$ cat config.mk
export PLATFORM = sky130hd
export DESIGN_NAME = clock_div_ctrl_flat
export DESIGN_NICKNAME = d
export VERILOG_FILES = /design/src/rtl/clock_div_ctrl_pkg.sv /design/src/rtl/clock_div_ctrl_if.sv /design/src/rtl/clock_div_ctrl_phase.sv /design/src/rtl/clock_div_ctrl.sv /design/src/flat_wrapper.sv
export SDC_FILE = /design/constraint.sdc
export NUM_CORES = 1
export LEC_CHECK = 0
export BUFFER_PORTS_ARGS = -buffer_cell sky130_fd_sc_hd__buf_2
export CAP_MARGIN = 10
export CORE_MARGIN = 5
export CORE_UTILIZATION = 37
export CTS_CLUSTER_SIZE = 40
export DETAILED_ROUTE_END_ITERATION = 8
export PLACE_DENSITY_LB_ADDON = 0.1
export SYNTH_ARGS = -nofsm -noshare
export SYNTH_HDL_FRONTEND = slang
export SYNTH_HIERARCHICAL = 1
export SYNTH_SLANG_ARGS = --single-unit
$ cat constraint.sdc
create_clock -name clock_in -period 3.61 [get_ports clock_in]
set_input_delay 0.361 -clock clock_in [delete_from_list [all_inputs] [get_ports clock_in]]
set_output_delay 0.361 -clock clock_in [all_outputs]
set_load 0.005 [all_outputs]
$ cat src/rtl/clock_div_ctrl_pkg.sv
`default_nettype none
// ============================================================================
//  Module      : clock_div_ctrl_pkg
//  Description : Shared types and constants for the run-time clock divider
//                controller: default widths, reset configuration, FSM state
//                encoding, the configuration record and its validity check.
//  Revision    : 1.0  initial release
// ============================================================================
package clock_div_ctrl_pkg;

    localparam int C_CNT_W       = 28;  // divisor / high-time counter width
    localparam int C_NUM_W       = 16;  // period-count field width
    localparam int C_DEF_DIVISOR = 2;   // divisor loaded at reset
    localparam int C_DEF_HIGH    = 1;   // high-time loaded at reset

    typedef enum logic [0:0] {
        ST_IDLE = 1'b0,
        ST_RUN  = 1'b1
    } state_t;

    typedef struct packed {
        logic [C_CNT_W-1:0] divisor;
        logic [C_CNT_W-1:0] high;
        logic [C_NUM_W-1:0] count;   // 0 = free-run
    } cfg_t;

    // A word is usable only if the period has both a high and a low phase.
    function automatic logic cfg_is_valid(input logic [C_CNT_W-1:0] divisor,
                                          input logic [C_CNT_W-1:0] high);
        return (divisor >= C_CNT_W'(2)) && (high != '0) && (high < divisor);
    endfunction

endpackage
`default_nettype wire

$ cat src/rtl/clock_div_ctrl_if.sv
`default_nettype none
// ============================================================================
//  Module      : clock_div_ctrl_if
//  Description : Configuration handshake between the register block (master)
//                and the clock divider controller (slave).
//  Signals     : cfg_valid   word valid            (master -> slave)
//                cfg_divisor period length         (master -> slave)
//                cfg_high    high cycles / period  (master -> slave)
//                cfg_count   periods per run       (master -> slave)
//                cfg_ready   word can be accepted  (slave  -> master)
//                cfg_err     last word rejected    (slave  -> master)
//  Revision    : 1.0  initial release
// ============================================================================
interface clock_div_ctrl_if #(
    parameter int CNT_W = 28,
    parameter int NUM_W = 16
);
    logic             cfg_valid;
    logic             cfg_ready;
    logic [CNT_W-1:0] cfg_divisor;
    logic [CNT_W-1:0] cfg_high;
    logic [NUM_W-1:0] cfg_count;
    logic             cfg_err;

    modport master (
        output cfg_valid, cfg_divisor, cfg_high, cfg_count,
        input  cfg_ready, cfg_err
    );

    modport slave (
        input  cfg_valid, cfg_divisor, cfg_high, cfg_count,
        output cfg_ready, cfg_err
    );
endinterface
`default_nettype wire

$ cat src/rtl/clock_div_ctrl_phase.sv
`default_nettype none
// ============================================================================
//  Module      : clock_div_phase
//  Description : Phase counter of the divided clock plus the registered
//                clock_out and period_tick outputs.
//  Ports       : clock_in      system clock
//                reset         synchronous active-high reset
//                enable_i      advance the phase this cycle
//                clear_i       force phase and outputs to 0 (wins over enable)
//                divisor_i     period length in clock_in cycles
//                high_i        high cycles per period
//                clock_out_o   divided clock (registered)
//                period_tick_o pulse on the last cycle of each output period
//  Revision    : 1.0  initial release
// ============================================================================
module clock_div_phase
    import clock_div_ctrl_pkg::*;
#(
    parameter int CNT_W = C_CNT_W
) (
    input  wire logic             clock_in,
    input  wire logic             reset,
    input  wire logic             enable_i,
    input  wire logic             clear_i,
    input  wire logic [CNT_W-1:0] divisor_i,
    input  wire logic [CNT_W-1:0] high_i,
    output logic                  clock_out_o,
    output logic                  period_tick_o
);

    logic [CNT_W-1:0] phase_q, phase_d;
    logic             clk_q, clk_d;
    logic             tick_q, tick_d;
    logic             w_last;

    always_comb begin
        w_last  = (phase_q == (divisor_i - CNT_W'(1)));
        phase_d = phase_q;
        clk_d   = clk_q;
        tick_d  = tick_q;
        if (clear_i) begin
            phase_d = '0;
            clk_d   = 1'b0;
            tick_d  = 1'b0;
        end else if (enable_i) begin
            clk_d   = (phase_q < high_i);
            tick_d  = w_last;
            phase_d = w_last ? '0 : (phase_q + CNT_W'(1));
        end
    end

    always_ff @(posedge clock_in) begin
        if (reset) begin
            phase_q <= '0;
            clk_q   <= 1'b0;
            tick_q  <= 1'b0;
        end else begin
            phase_q <= phase_d;
            clk_q   <= clk_d;
            tick_q  <= tick_d;
        end
    end

    assign clock_out_o   = clk_q;
    assign period_tick_o = tick_q;

endmodule
`default_nettype wire

$ cat src/rtl/clock_div_ctrl.sv
`default_nettype none
// ============================================================================
//  Module      : clock_div_ctrl
//  Description : Run-time programmable divided-clock generator. Accepts a
//                {divisor, high, count} word over a valid/ready handshake and
//                only switches configuration on a period boundary.
//  Ports       : clock_in     system clock
//                reset        synchronous active-high reset
//                cfg          configuration handshake (slave modport)
//                start        begin a run (IDLE only)
//                stop         end the run after the current period
//                clock_out    divided clock, registered
//                period_tick  pulse on the last cycle of each output period
//                busy         run in progress
//                done         pulse when a run ends
//  Revision    : 1.0  initial release
// ============================================================================
module clock_div_ctrl
    import clock_div_ctrl_pkg::*;
#(
    parameter int CNT_W       = C_CNT_W,
    parameter int NUM_W       = C_NUM_W,
    parameter int DEF_DIVISOR = C_DEF_DIVISOR,
    parameter int DEF_HIGH    = C_DEF_HIGH
) (
    input  wire logic       clock_in,
    input  wire logic       reset,
    clock_div_ctrl_if.slave cfg,
    input  wire logic       start,
    input  wire logic       stop,
    output logic            clock_out,
    output logic            period_tick,
    output logic            busy,
    output logic            done
);

    state_t           state_q, state_d;
    cfg_t             act_q, act_d;
    cfg_t             pend_q, pend_d;
    logic             pend_vld_q, pend_vld_d;
    logic             stop_pend_q, stop_pend_d;
    logic [NUM_W-1:0] rem_q, rem_d;
    logic             done_q, done_d;
    logic             err_q, err_d;

    cfg_t             w_word;
    logic             w_xfer;
    logic             w_word_ok;
    logic             w_start;
    logic             w_bound;
    logic             w_end;

    // The registered tick marks the last cycle of the visible period; the
    // period boundary is the edge that closes that cycle.
    always_comb begin
        w_word      = '{divisor: cfg.cfg_divisor, high: cfg.cfg_high, count: cfg.cfg_count};
        w_xfer      = cfg.cfg_valid & ~pend_vld_q;
        w_word_ok   = cfg_is_valid(cfg.cfg_divisor, cfg.cfg_high);
        w_start     = (state_q == ST_IDLE) && start;
        w_bound     = (state_q == ST_RUN) && period_tick;
        // rem_q is 0 for free-run and never drops below 1 in count mode.
        w_end       = w_bound && (stop_pend_q || (rem_q == NUM_W'(1)));

        state_d     = state_q;
        act_d       = act_q;
        pend_d      = pend_q;
        pend_vld_d  = pend_vld_q;
        stop_pend_d = stop_pend_q;
        rem_d       = rem_q;
        done_d      = 1'b0;
        err_d       = w_xfer & ~w_word_ok;

        case (state_q)
            ST_IDLE: begin
                if (w_start) begin
                    state_d     = ST_RUN;
                    rem_d       = act_q.count;
                    stop_pend_d = 1'b0;
                    // The run starts with the old word; a new one waits.
                    if (w_xfer && w_word_ok) begin
                        pend_d     = w_word;
                        pend_vld_d = 1'b1;
                    end
                end else if (w_xfer && w_word_ok) begin
                    act_d = w_word;
                end
            end
            ST_RUN: begin
                if (stop) begin
                    stop_pend_d = 1'b1;
                end
                if (w_xfer && w_word_ok) begin
                    pend_d     = w_word;
                    pend_vld_d = 1'b1;
                end
                if (w_bound) begin
                    if (pend_vld_q) begin
                        act_d      = pend_q;
                        pend_vld_d = 1'b0;
                    end
                    if (w_end) begin
                        state_d     = ST_IDLE;
                        done_d      = 1'b1;
                        stop_pend_d = 1'b0;
                    end else if (rem_q > NUM_W'(1)) begin
                        rem_d = rem_q - NUM_W'(1);
                    end
                end
            end
            default: state_d = ST_IDLE;
        endcase
    end

    always_ff @(posedge clock_in) begin
        if (reset) begin
            state_q     <= ST_IDLE;
            act_q       <= '{divisor: C_CNT_W'(DEF_DIVISOR), high: C_CNT_W'(DEF_HIGH), count: '0};
            pend_q      <= '0;
            pend_vld_q  <= 1'b0;
            stop_pend_q <= 1'b0;
            rem_q       <= '0;
            done_q      <= 1'b0;
            err_q       <= 1'b0;
        end else begin
            state_q     <= state_d;
            act_q       <= act_d;
            pend_q      <= pend_d;
            pend_vld_q  <= pend_vld_d;
            stop_pend_q <= stop_pend_d;
            rem_q       <= rem_d;
            done_q      <= done_d;
            err_q       <= err_d;
        end
    end

    // Phase wrap at the end of the last period is replaced by a clear so the
    // output returns low together with busy.
    clock_div_phase #(
        .CNT_W (CNT_W)
    ) u_phase (
        .clock_in      (clock_in),
        .reset         (reset),
        .enable_i      ((state_q == ST_RUN) && !w_end),
        .clear_i       (w_start || w_end),
        .divisor_i     (act_q.divisor),
        .high_i        (act_q.high),
        .clock_out_o   (clock_out),
        .period_tick_o (period_tick)
    );

    assign busy          = (state_q == ST_RUN);
    assign done          = done_q;
    assign cfg.cfg_ready = ~pend_vld_q;
    assign cfg.cfg_err   = err_q;

endmodule
`default_nettype wire
$ cat src/flat_wrapper.sv
// flat-port wrapper written by rule: the top's interface ports become plain ports
module clock_div_ctrl_flat import clock_div_ctrl_pkg::*;
#(
    parameter int CNT_W       = C_CNT_W,
    parameter int NUM_W       = C_NUM_W,
    parameter int DEF_DIVISOR = C_DEF_DIVISOR,
    parameter int DEF_HIGH    = C_DEF_HIGH
)
  (clock_in, reset, start, stop, clock_out, period_tick, busy, done, cfg_cfg_valid, cfg_cfg_divisor, cfg_cfg_high, cfg_cfg_count, cfg_cfg_ready, cfg_cfg_err);
  clock_div_ctrl_if #(.CNT_W(CNT_W), .NUM_W(NUM_W)) cfg_i ();
  input  wire logic clock_in;
  input  wire logic reset;
  input  wire logic start;
  input  wire logic stop;
  output logic clock_out;
  output logic period_tick;
  output logic busy;
  output logic done;
  input wire logic [$bits(cfg_i.cfg_valid)-1:0] cfg_cfg_valid;
  input wire logic [$bits(cfg_i.cfg_divisor)-1:0] cfg_cfg_divisor;
  input wire logic [$bits(cfg_i.cfg_high)-1:0] cfg_cfg_high;
  input wire logic [$bits(cfg_i.cfg_count)-1:0] cfg_cfg_count;
  output wire logic [$bits(cfg_i.cfg_ready)-1:0] cfg_cfg_ready;
  output wire logic [$bits(cfg_i.cfg_err)-1:0] cfg_cfg_err;
  assign cfg_i.cfg_valid = cfg_cfg_valid;
  assign cfg_i.cfg_divisor = cfg_cfg_divisor;
  assign cfg_i.cfg_high = cfg_cfg_high;
  assign cfg_i.cfg_count = cfg_cfg_count;
  assign cfg_cfg_ready = cfg_i.cfg_ready;
  assign cfg_cfg_err = cfg_i.cfg_err;
  clock_div_ctrl #(.CNT_W(CNT_W), .NUM_W(NUM_W), .DEF_DIVISOR(DEF_DIVISOR), .DEF_HIGH(DEF_HIGH)) u_core (.clock_in(clock_in), .reset(reset), .cfg(cfg_i), .start(start), .stop(stop), .clock_out(clock_out), .period_tick(period_tick), .busy(busy), .done(done));
endmodule
After elaboration in Yosys (flattened, before gate mapping)

Index checks and enable logic that the tools add are counted.
Widths: inputs -> output; s select.

Add/sub/neg operators: 3
$lt $le $gt $ge: 4
Equality and inequality tests: 9
Mux-type cells: 29
Bitwise logic cells: 6
Reduce and logical (&&, ||, !) cells: 15

Operator list:

| cell                  | count |
|---|---|
| $mux 72               | 6 |
| $pmux 72 s2           | 2 |
| $mux 16               | 4 |
| $lt 28x28->1          | 2 |
| $pmux 16 s2           | 1 |
| $add 28x1->28 const B | 1 |
| $eq 28x28->1          | 1 |
| $ge 28x2->1 const B   | 1 |
| $mux 28               | 1 |
| $reduce_bool 28->1    | 1 |
| $sub 28x1->28 const B | 1 |
| $eq 16x1->1 const B   | 1 |
| $gt 16x1->1 const B   | 1 |
| $sub 16x1->16 const B | 1 |
| $mux 1                | 12 |
| $ne 2x2->1 const B    | 6 |
| $reduce_and 4->1      | 2 |
| $logic_and 1x1->1     | 7 |
| $pmux 1 s2            | 3 |
| $not 1->1             | 4 |
| $reduce_or 3->1       | 1 |
| $and 1x1->1           | 2 |
| $logic_or 1x1->1      | 2 |
| $ne 2x1->1 const B    | 1 |
| 2 further kinds       | 2 |

Bits in registers: 195
Input bits: 77
Word-level logic and storage cells: 81

Depth between registers and ports, before layout

Gate-level depths: netlist of run 1.

Word-level depth: 8
Mapped depth: 14
Mapped depth without buffers: 14

By module

Netlist of run 1, hierarchy kept.

Modules (own cells, without submodules):

| module          | instances | cells each | area each (µm²) | sequential area each (µm²) |
|---|---|---|---|---|
| clock_div_ctrl  | 1         | 1,020      | 8,494.4         | 3,303.2 |
| clock_div_phase | 1         | 377        | 3,039.2         | 600.6 |

Least setup slack after synthesis of run 1

Ideal clock, no wire load.

Path type: register to register
Start: reg u_core/act_q[47] (netlist name)
End: reg u_core.u_phase.phase_q[18]
Library setup time: 115 ps
Data arrival time: 2,968 ps
Required time: 3,495 ps
Path slack: 527 ps
Stages on the path, launching flop included: 11
Path buffers: 2
Cell sequence: dfxtp_1 buf_6 or4_4 nor4_1 mux2i_1 mux2i_1 nor4b_2 nand4_2 o41ai_4 buf_6 nor2_2

Longest elaborated chain between the ends: 3

Ends and longest elaborated chain:

| item                     | line                       | text |
|---|---|---|
| start: declaration       | clock_div_ctrl.sv:38       | `cfg_t act_q, act_d;` |
| start signal: assignment | clock_div_ctrl.sv:117      | `act_q <= '{divisor: C_CNT_W'(DEF_DIVISOR), high: C_CNT_W'(DEF_HIGH), count: '0};` |
| start signal: assignment | clock_div_ctrl.sv:126      | `act_q <= act_d;` |
| $sub 28x1->28            | clock_div_ctrl_phase.sv:37 | `w_last = (phase_q == (divisor_i - CNT_W'(1)));` |
| $eq 28x28->1             | clock_div_ctrl_phase.sv:37 |  |
| $mux 28                  | clock_div_ctrl_phase.sv:48 | `phase_d = w_last ? '0 : (phase_q + CNT_W'(1));` |
| end signal: assignment   | clock_div_ctrl_phase.sv:58 | `phase_q <= phase_d;` |
| end: declaration         | clock_div_ctrl_phase.sv:31 | `logic [CNT_W-1:0] phase_q, phase_d;` |

No other way between the ends.
A chain may end at the register's enable or synchronous reset.

Worst setup path after layout of run 1

Start: reg u_core/act_q[47] (netlist name)
End: reg u_core.u_phase.phase_q[27]

Same word-level chain as after synthesis.

==> results of run 1 <==
==> how the worst max path moves through the flow <==
stage                                 endpoint  slack (ns)  cells past startpoint
floorplan           u_core/u_phase/phase_q[18]        0.53                     10
global placement     u_core/u_phase/phase_q[5]        0.43                      9
detailed placement  u_core/u_phase/phase_q[26]        0.40                     14
CTS                 u_core/u_phase/phase_q[27]        0.37                      9
global route        u_core/u_phase/phase_q[27]        0.11                     14
finish              u_core/u_phase/phase_q[27]        0.38                      9
==> power by group through the flow <==
stage                     Sequential, mW  Combinational (mW)  Clock [mW]
after floorplan                     2.34               0.657           0
after global placement              2.36               0.902           0
after detailed placement            2.36               0.907           0
after CTS                           2.31               0.912        1.93
after global routing                2.33                1.01        2.01
final                               2.31               0.906        1.87
==> cells by family (layout without fill, tap and decap cells) <==
group	count (synthesis)	count (layout)	share of synthesized area, %
XOR/XNOR	63	63	4.78
multiplexers	192	192	17.2
flip-flops	195	195	33.8
AND/OR/NAND/NOR	581	581	22.9
adder cells (fa/ha/maj)	58	58	6.29
buffers and inverters	147	210	5.97
other	0	1	0
AO/OA/AOI/OAI	161	161	9.09
==> flip-flops by register name (all words and copies together), names as in the netlist <==
signal / count
u_core/pend_q: 72
u_core/busy: 1
u_core/u_phase/clock_out_o: 1
u_core/cfg.cfg_err: 1
u_core/pend_vld_q: 1
u_core/rem_q: 16
u_core/act_q: 72
u_core/u_phase/period_tick_o: 1
u_core/u_phase/phase_q: 28
u_core/done: 1
u_core/stop_pend_q: 1
==> layout make-up <==
class / instances / area share, %
well taps: 396 / 3.85
repair buffers: 108 / 5.38
multi-input cells: 1055 / 54.0
flip-flops and latches: 195 / 30.3
clock buffers: 21 / 3.65
diodes: 1 / 0.0194
clock inverters: 11 / 0.699
inverters: 70 / 2.10
==> worst max-delay path, delay by kind of cell, from the launching register on <==
kind	cells	cell delay, ns
buf+inv	1	0.25
simple gates	5	1.68
flops	1	0.41
compound gates	1	0.41
mux	2	0.35
==> cells in the final DEF, fill, tap and decap left out, drive strengths merged, types with 19 or more instances in the layout <==
| cell | count |
|---|---|
| nand2 | 361 |
| dfxtp | 195 |
| mux2i | 147 |
| buf | 108 |
| inv | 76 |
| nor2 | 71 |
| ha | 58 |
| o21ai | 51 |
| mux2 | 45 |
| a21oi | 44 |
| xnor2 | 43 |
| nor4 | 28 |
| nor3 | 26 |
| nand3 | 22 |
| clkbuf | 21 |
| xor2 | 20 |
| nand4 | 19 |
==> routing by layer <==
layer	up-vias	GRT usage [%]	wire length, microns
li1	4895	-	-
met1	4479	26.8	16600
met2	130	28.0	14200
met3	27	3.27	1130
met4	6	4.18	327
met5	-	0	34
==> metrics by stage <==
| step | worst slack [ns] | utilization [%] | std cells | hold slack, ns |
|---|---|---|---|---|
| 2_1_floorplan | 0.527 | - | 1397 | 0.430 |
| 4_1_cts | 0.370 | 42.0 | 1856 | 0.146 |
| 3_5_place_dp | 0.397 | 40.2 | 1824 | 0.443 |
| 3_3_place_gp | 0.428 | 40.2 | 1824 | 0.438 |
| 5_1_grt | 0.109 | 42.0 | 1856 | 0.156 |
| 6_report | 0.383 | 42.0 | 1857 | 0.170 |
==> summary.txt, run 1 <==
Run status
  – Outcome: complete, no violations

Critical path
  – R2r endpoint: u_core/u_phase/phase_q[27]
  – CP arrival: ~3.6 ns
  – Crit start category: register
  – CP Class: reg -> reg
  – Worst Setup SP: u_core/act_q[47]
  – CP max stage delay: approximately 0.60 ns
  – CP max FO: 27
  – Critical path endpoint category: register
  – Slowest-stage cell, CP: or4_4
  – WP data required: between 3 and 4 ns
  – Cell breakdown of the critical path: or4_4 > nor4_1 > mux2i_1 > mux2i_1 > nor4b_2 > nand4_2 > o41ai_4 > buf_12 > nor2_1
  – Worst reg2reg path depth: 9
  – Reg2reg setup slack: 0.38 ns
  – Most common cell on crit path: mux2i_1
  – Worst r2r src: u_core/act_q[47]

Synthesis
  – Synth area leaders: dfxtp_1 34%, mux2i_1 13%, nand2_1 12%
  – Avg Inst Size Synth: between 8 and 9 sq um
  – Synth Register Bits: about 200
  – Synth cell count leaders: 361 x nand2_1, 195 x dfxtp_1, 147 x mux2i_1
  – Yosys top cell area share: between 30% and 40%
  – Post-synthesis sequential area ratio: about a third
  – EDFF count, synth: 0
  – Synth cell types: 73
  – Mapped cell area: 0.0115 sq mm
  – Yosys top cell by area: dfxtp_1
  – Mapped Cells: between 1000 and 1500
  – Top_reg_cell synth: dfxtp_1
  – Async SR Flop Fraction: 0%
  – Most frequent cell after synthesis: nand2_1
  – Syn_nets: 1532
  – Yosys warns: 6

Timing
  – Final min period: ~3.2 ns
  – Max Clock Freq: around 310 MHz
  – Fin Setup TNS: 0 ns
  – Part of the cycle the worst path needs: 89.4%
  – Number of max-slew violations in the final report: 0
  – RSZ-0062 raised after global routing: false
  – Setup violators final: 0
  – Max Clock Skew: 0.0149 ns
  – Worst Tran Pin Value: 0.854 ns
  – Slew HR: a little over two fifths
  – Final hold violations: 0

Final layout
  – Layout cell share with drive strength beyond 1: between 15 and 20%
  – Multi-input logic area: around 0.007 sq mm
  – # nets final: between 1500 and 2000
  – Reg area: a little under 0.004 sq mm
  – Area growth syn-to-layout: 11.7%
  – Final design area excluding fillers: 0.0129 sq mm
  – Fill cells: roughly 3200

Die
  – Core Footprint: approximately 0.031 sq mm
  – Initial Util: 37.6%
  – Die X: 187 microns
  – Die area: approximately 0.035 sq mm
  – Io pins: 83
  – Row Count: 64
  – Die height: between 150 and 200 microns

Route
  – Post-route ant nets: 0
  – DR iter-0 viols: a little under 600
  – Vias: 9537
  – Avg WL per Cell: 17.4 microns
  – Pre-antenna DRT Iters: 5
  – DR vias/cell: approximately 5
  – DR DRC count: 0
  – Post-Route WL: 32300 microns

Worst hold path
  – Min-delay worst type: in -> reg
  – Hold depth: 3
  – Hold Startpoint: cfg_cfg_count[10]
  – Hold worst-path end: u_core/pend_q[10]

CTS
  – Worst skew pair latency: between 0.4 and 0.5 ns
  – H-tree depth: 4
  – Clk sinks: between 150 and 200
  – CTS max path bufs: 2
  – # Post-CTS Setup Buffers: 0
  – Post-CTS Hold Fix Bufs: 0
  – Inserted Clock Buffers: 17
  – CTS tree: done
  – Root buf cell: clkbuf_16
  – Clock slew at reported path FFs: ~0.08 ns
  – Post-cts repair resize count: 0

Pwr
  – NetSw: 1.52 mW
  – Worst vdd ir: 295 uV
  – Clock share of power: 36.7%
  – Logic gate share of total power: approximately 18%
  – Cell internal pwr: 3.57 mW
  – Switching portion of total power: between 20% and 30%
  – Reg power frac: 45.5%
  – Total power: roughly 5 mW
  – Power Dens Cells: 395 mW/mm^2
  – P_leak: between 5 and 6 nW

Global route
  – Initial antenna violation count: 3
  – First-pass GRT wire length: 51800 microns
  – Total grt overflow: 0
  – Vias in the first global route: roughly 9100
  – GRT Total Usage: 18.3%
  – Largest net degree at the start of global routing: around 130

Run
  – Max-cap violations: 0

Placed design
  – Buffers added on ports: 82
  – GP Congestion: about 0.84
  – Detail Placement HPWL: ~24000 microns
  – DP Area: ~0.012 sq mm
(Power assumes the default switching activity.)
==> run 2: changes to the inputs <==
- CORE_ASPECT_RATIO: default -> 1.2
- CORE_UTILIZATION: 37 -> 45
==> run 2 against run 1 <==
Against the previous run:
- sequential power is essentially flat
- routed wire length shrank 7.1%
- combinational power shrank 2%
- cell count shrank 3.5%
- largest power group unchanged
==> summary.txt, run 2 (synthesis gave the netlist of run 1 again) <==
Run status
  – Outcome: complete, no violations

Timing
  – Part of the cycle the worst path needs: 88.0% (-1.4 points)
  – Worst Tran Pin Value: 0.877 ns (+0.0228 ns)
  – Final hold violations: 0 (unchanged)
  – Final min period: 3.18 ns (-0.0494 ns)
  – Slew HR: 41.6% (-0.99 points)
  – Max Clock Freq: 315 MHz (+1.6%)
  – Fin Setup TNS: 0 ns (unchanged)
  – Number of max-slew violations in the final report: 0 (unchanged)
  – Setup violators final: 0 (unchanged)
  – Max Clock Skew: 0.00993 ns (-0.00502 ns)
  – RSZ-0062 raised after global routing: false
  – Worst hold slack: 0.165 ns (-0.00483 ns)

Pwr
  – P_leak: 5.50 nW (about the same)
  – Reg power frac: 45.0% (-0.5 points)
  – Worst vdd ir: 296 uV (+0.14%)
  – Logic gate share of total power: 17.3% (-0.5 points)
  – Cell internal pwr: 3.63 mW (+1.8%)
  – Clock share of power: 37.7% (+1.0 points)
  – NetSw: 1.51 mW (-0.56%)
  – Power Dens Cells: 401 mW/mm^2 (+1.6%)
  – Switching portion of total power: 29.3% (-0.48 points)

Final layout
  – Area growth syn-to-layout: 11.1%
  – Most common cell after layout, fill and taps aside: nand2_1
  – Layout cell share with drive strength beyond 1: 15.4% (+0.12 points)
  – Regs by FF count: u_core/act_q x72, u_core/pend_q x72, u_core/u_phase/phase_q x28
  – Final core utilization: 50.5% (+8.5 points)
  – # nets final: 1584 (+0.13%)
  – Ant diodes: 0 (-1)
  – Finished Layout Cells: 1792 (-3.5%)
  – Most frequent cells in the layout: 361 x nand2_1, 194 x dfxtp_1, 147 x mux2i_1

Critical path
  – Crit start category: register
  – Slowest-stage cell, CP: or4_4
  – Most common cell on crit path: mux2i_1
  – Reg2reg setup slack: 0.43 ns (+0.05 ns)
  – Critical path endpoint category: register
  – CP arrival: 3.51 ns (-0.05 ns)
  – CP max stage delay: 0.60 ns (about the same)
  – WP data required: 3.94 ns (about the same)
  – Cell breakdown of the critical path: or4_4 > nor4_1 > mux2i_1 > mux2i_1 > nor4b_2 > nand4_2 > o41ai_4 > buf_12 > nor2_1
  – CP max FO: 27 (unchanged)
  – CP Class: reg -> reg

Global route
  – Largest net degree at the start of global routing: 142 (+13%)
  – GRT Total Usage: 20.8% (+2.6 points)
  – Initial antenna violation count: 1 (-2)
  – Total grt overflow: 0 (unchanged)
  – First-pass GRT wire length: 48100 microns (-7.2%)
  – Vias in the first global route: 9002 (-1.1%)

CTS
  – Worst skew pair latency: 0.44 ns (about the same)
  – H-tree depth: 4 (unchanged)
  – CTS max path bufs: 2 (unchanged)
  – Clock slew at reported path FFs: 0.08 ns (about the same)
  – Post-CTS Hold Fix Bufs: 0 (unchanged)
  – Post-cts repair resize count: 0 (unchanged)
  – Root buf cell: clkbuf_16
  – Clk sinks: 195 (unchanged)
  – # Post-CTS Setup Buffers: 0 (unchanged)
  – CTS tree: done
  – Inserted Clock Buffers: 17 (unchanged)

Route
  – Post-route ant nets: 0 (unchanged)
  – DR iter-0 viols: 598 (+3.5%)
  – Pre-antenna DRT Iters: 5 (unchanged)
  – DR vias/cell: 5.29 (+3.1%)
  – Avg WL per Cell: 16.8 microns (-3.7%)
  – Vias: 9484 (-0.56%)
  – Post-Route WL: 30000 microns (-7.1%)
  – DR DRC count: 0 (unchanged)

Run
  – Max-cap violations: 0 (unchanged)

Worst hold path
  – Min-delay worst type: in -> reg

Placed design
  – Buffers added on ports: 82 (unchanged)
  – GP Congestion: 0.874 (+3.7%)
  – Placed insts: 1760 (-3.5%)
  – Detail Placement HPWL: 22500 microns (-5.0%)

Die
  – Die area: 0.0289 sq mm (-17%)
  – Die X: 156 microns (-16%)
  – Row Count: 64 (unchanged)
  – Initial Util: 45.4% (+7.8 points)
  – Die height: 185 microns (-0.63%)
  – Core Footprint: 0.0254 sq mm (-17%)
  – Io pins: 83 (unchanged)
-- run 2: cell count changes in the layout (fill, tap and decap cells not counted), moves of 2 or more --
cell,change
inv_6,-2
buf_4,+4
clkinvlp_4,+3
clkinv_2,-2
buf_12,-2
inv_8,+3
-- run 2: area by class of cell --
cell class,instances,area (sq um)
fill,2479,12600
multi-input combinational,1055,6950
sequential,195,3910
timing repair buffer,110,683
clock buffer,19,453
tap,330,413
inverter,70,270
clock inverter,13,140
-- run 2: metrics by stage --
stage               setup slack (ns)  cell area (sq um)  total power, mW
global placement               0.533              12200             3.24
CTS                            0.436              12800             5.20
global route                   0.229              12800             5.40
detailed placement             0.464              12200             3.26
finish                         0.433              12800             5.14
floorplan                      0.527              11500             2.99
-- run 2: worst max-delay path, delay by kind of cell, from the launching register on --
family          cells  cell delay, ns
compound gates      1            0.41
simple gates        5            1.66
mux                 2            0.34
buf+inv             1            0.24
flops               1            0.40
-- run 2: power by group through the flow --
stage	clock, mW	combinational, mW	sequential [mW]
floorplan	0	0.657	2.34
global placement	0	0.882	2.36
detailed placement	0	0.890	2.37
CTS	1.99	0.894	2.32
global route	2.08	0.991	2.33
finish	1.94	0.889	2.32
-- run 2: worst paths after layout --
kind	start	depth (start not counted)	to
max reg2reg	u_core/act_q[47]	9	u_core/u_phase/phase_q[27]
min	cfg_cfg_count[3]	3	u_core/pend_q[3]
min reg2reg	u_core/pend_q[25]	2	u_core/pend_q[25]
max	u_core/act_q[47]	9	u_core/u_phase/phase_q[27]
-- run 2: layer usage --
| layer | share of wire [%] | up-vias | track usage, % |
|---|---|---|---|
| met1 | 45 | 4415 | 26.6 |
| li1 | - | 4887 | - |
| met5 | 0.043 | - | 0 |
| met4 | 2.3 | 2 | 6.77 |
| met2 | 49 | 137 | 35.6 |
| met3 | 3.3 | 43 | 3.72 |
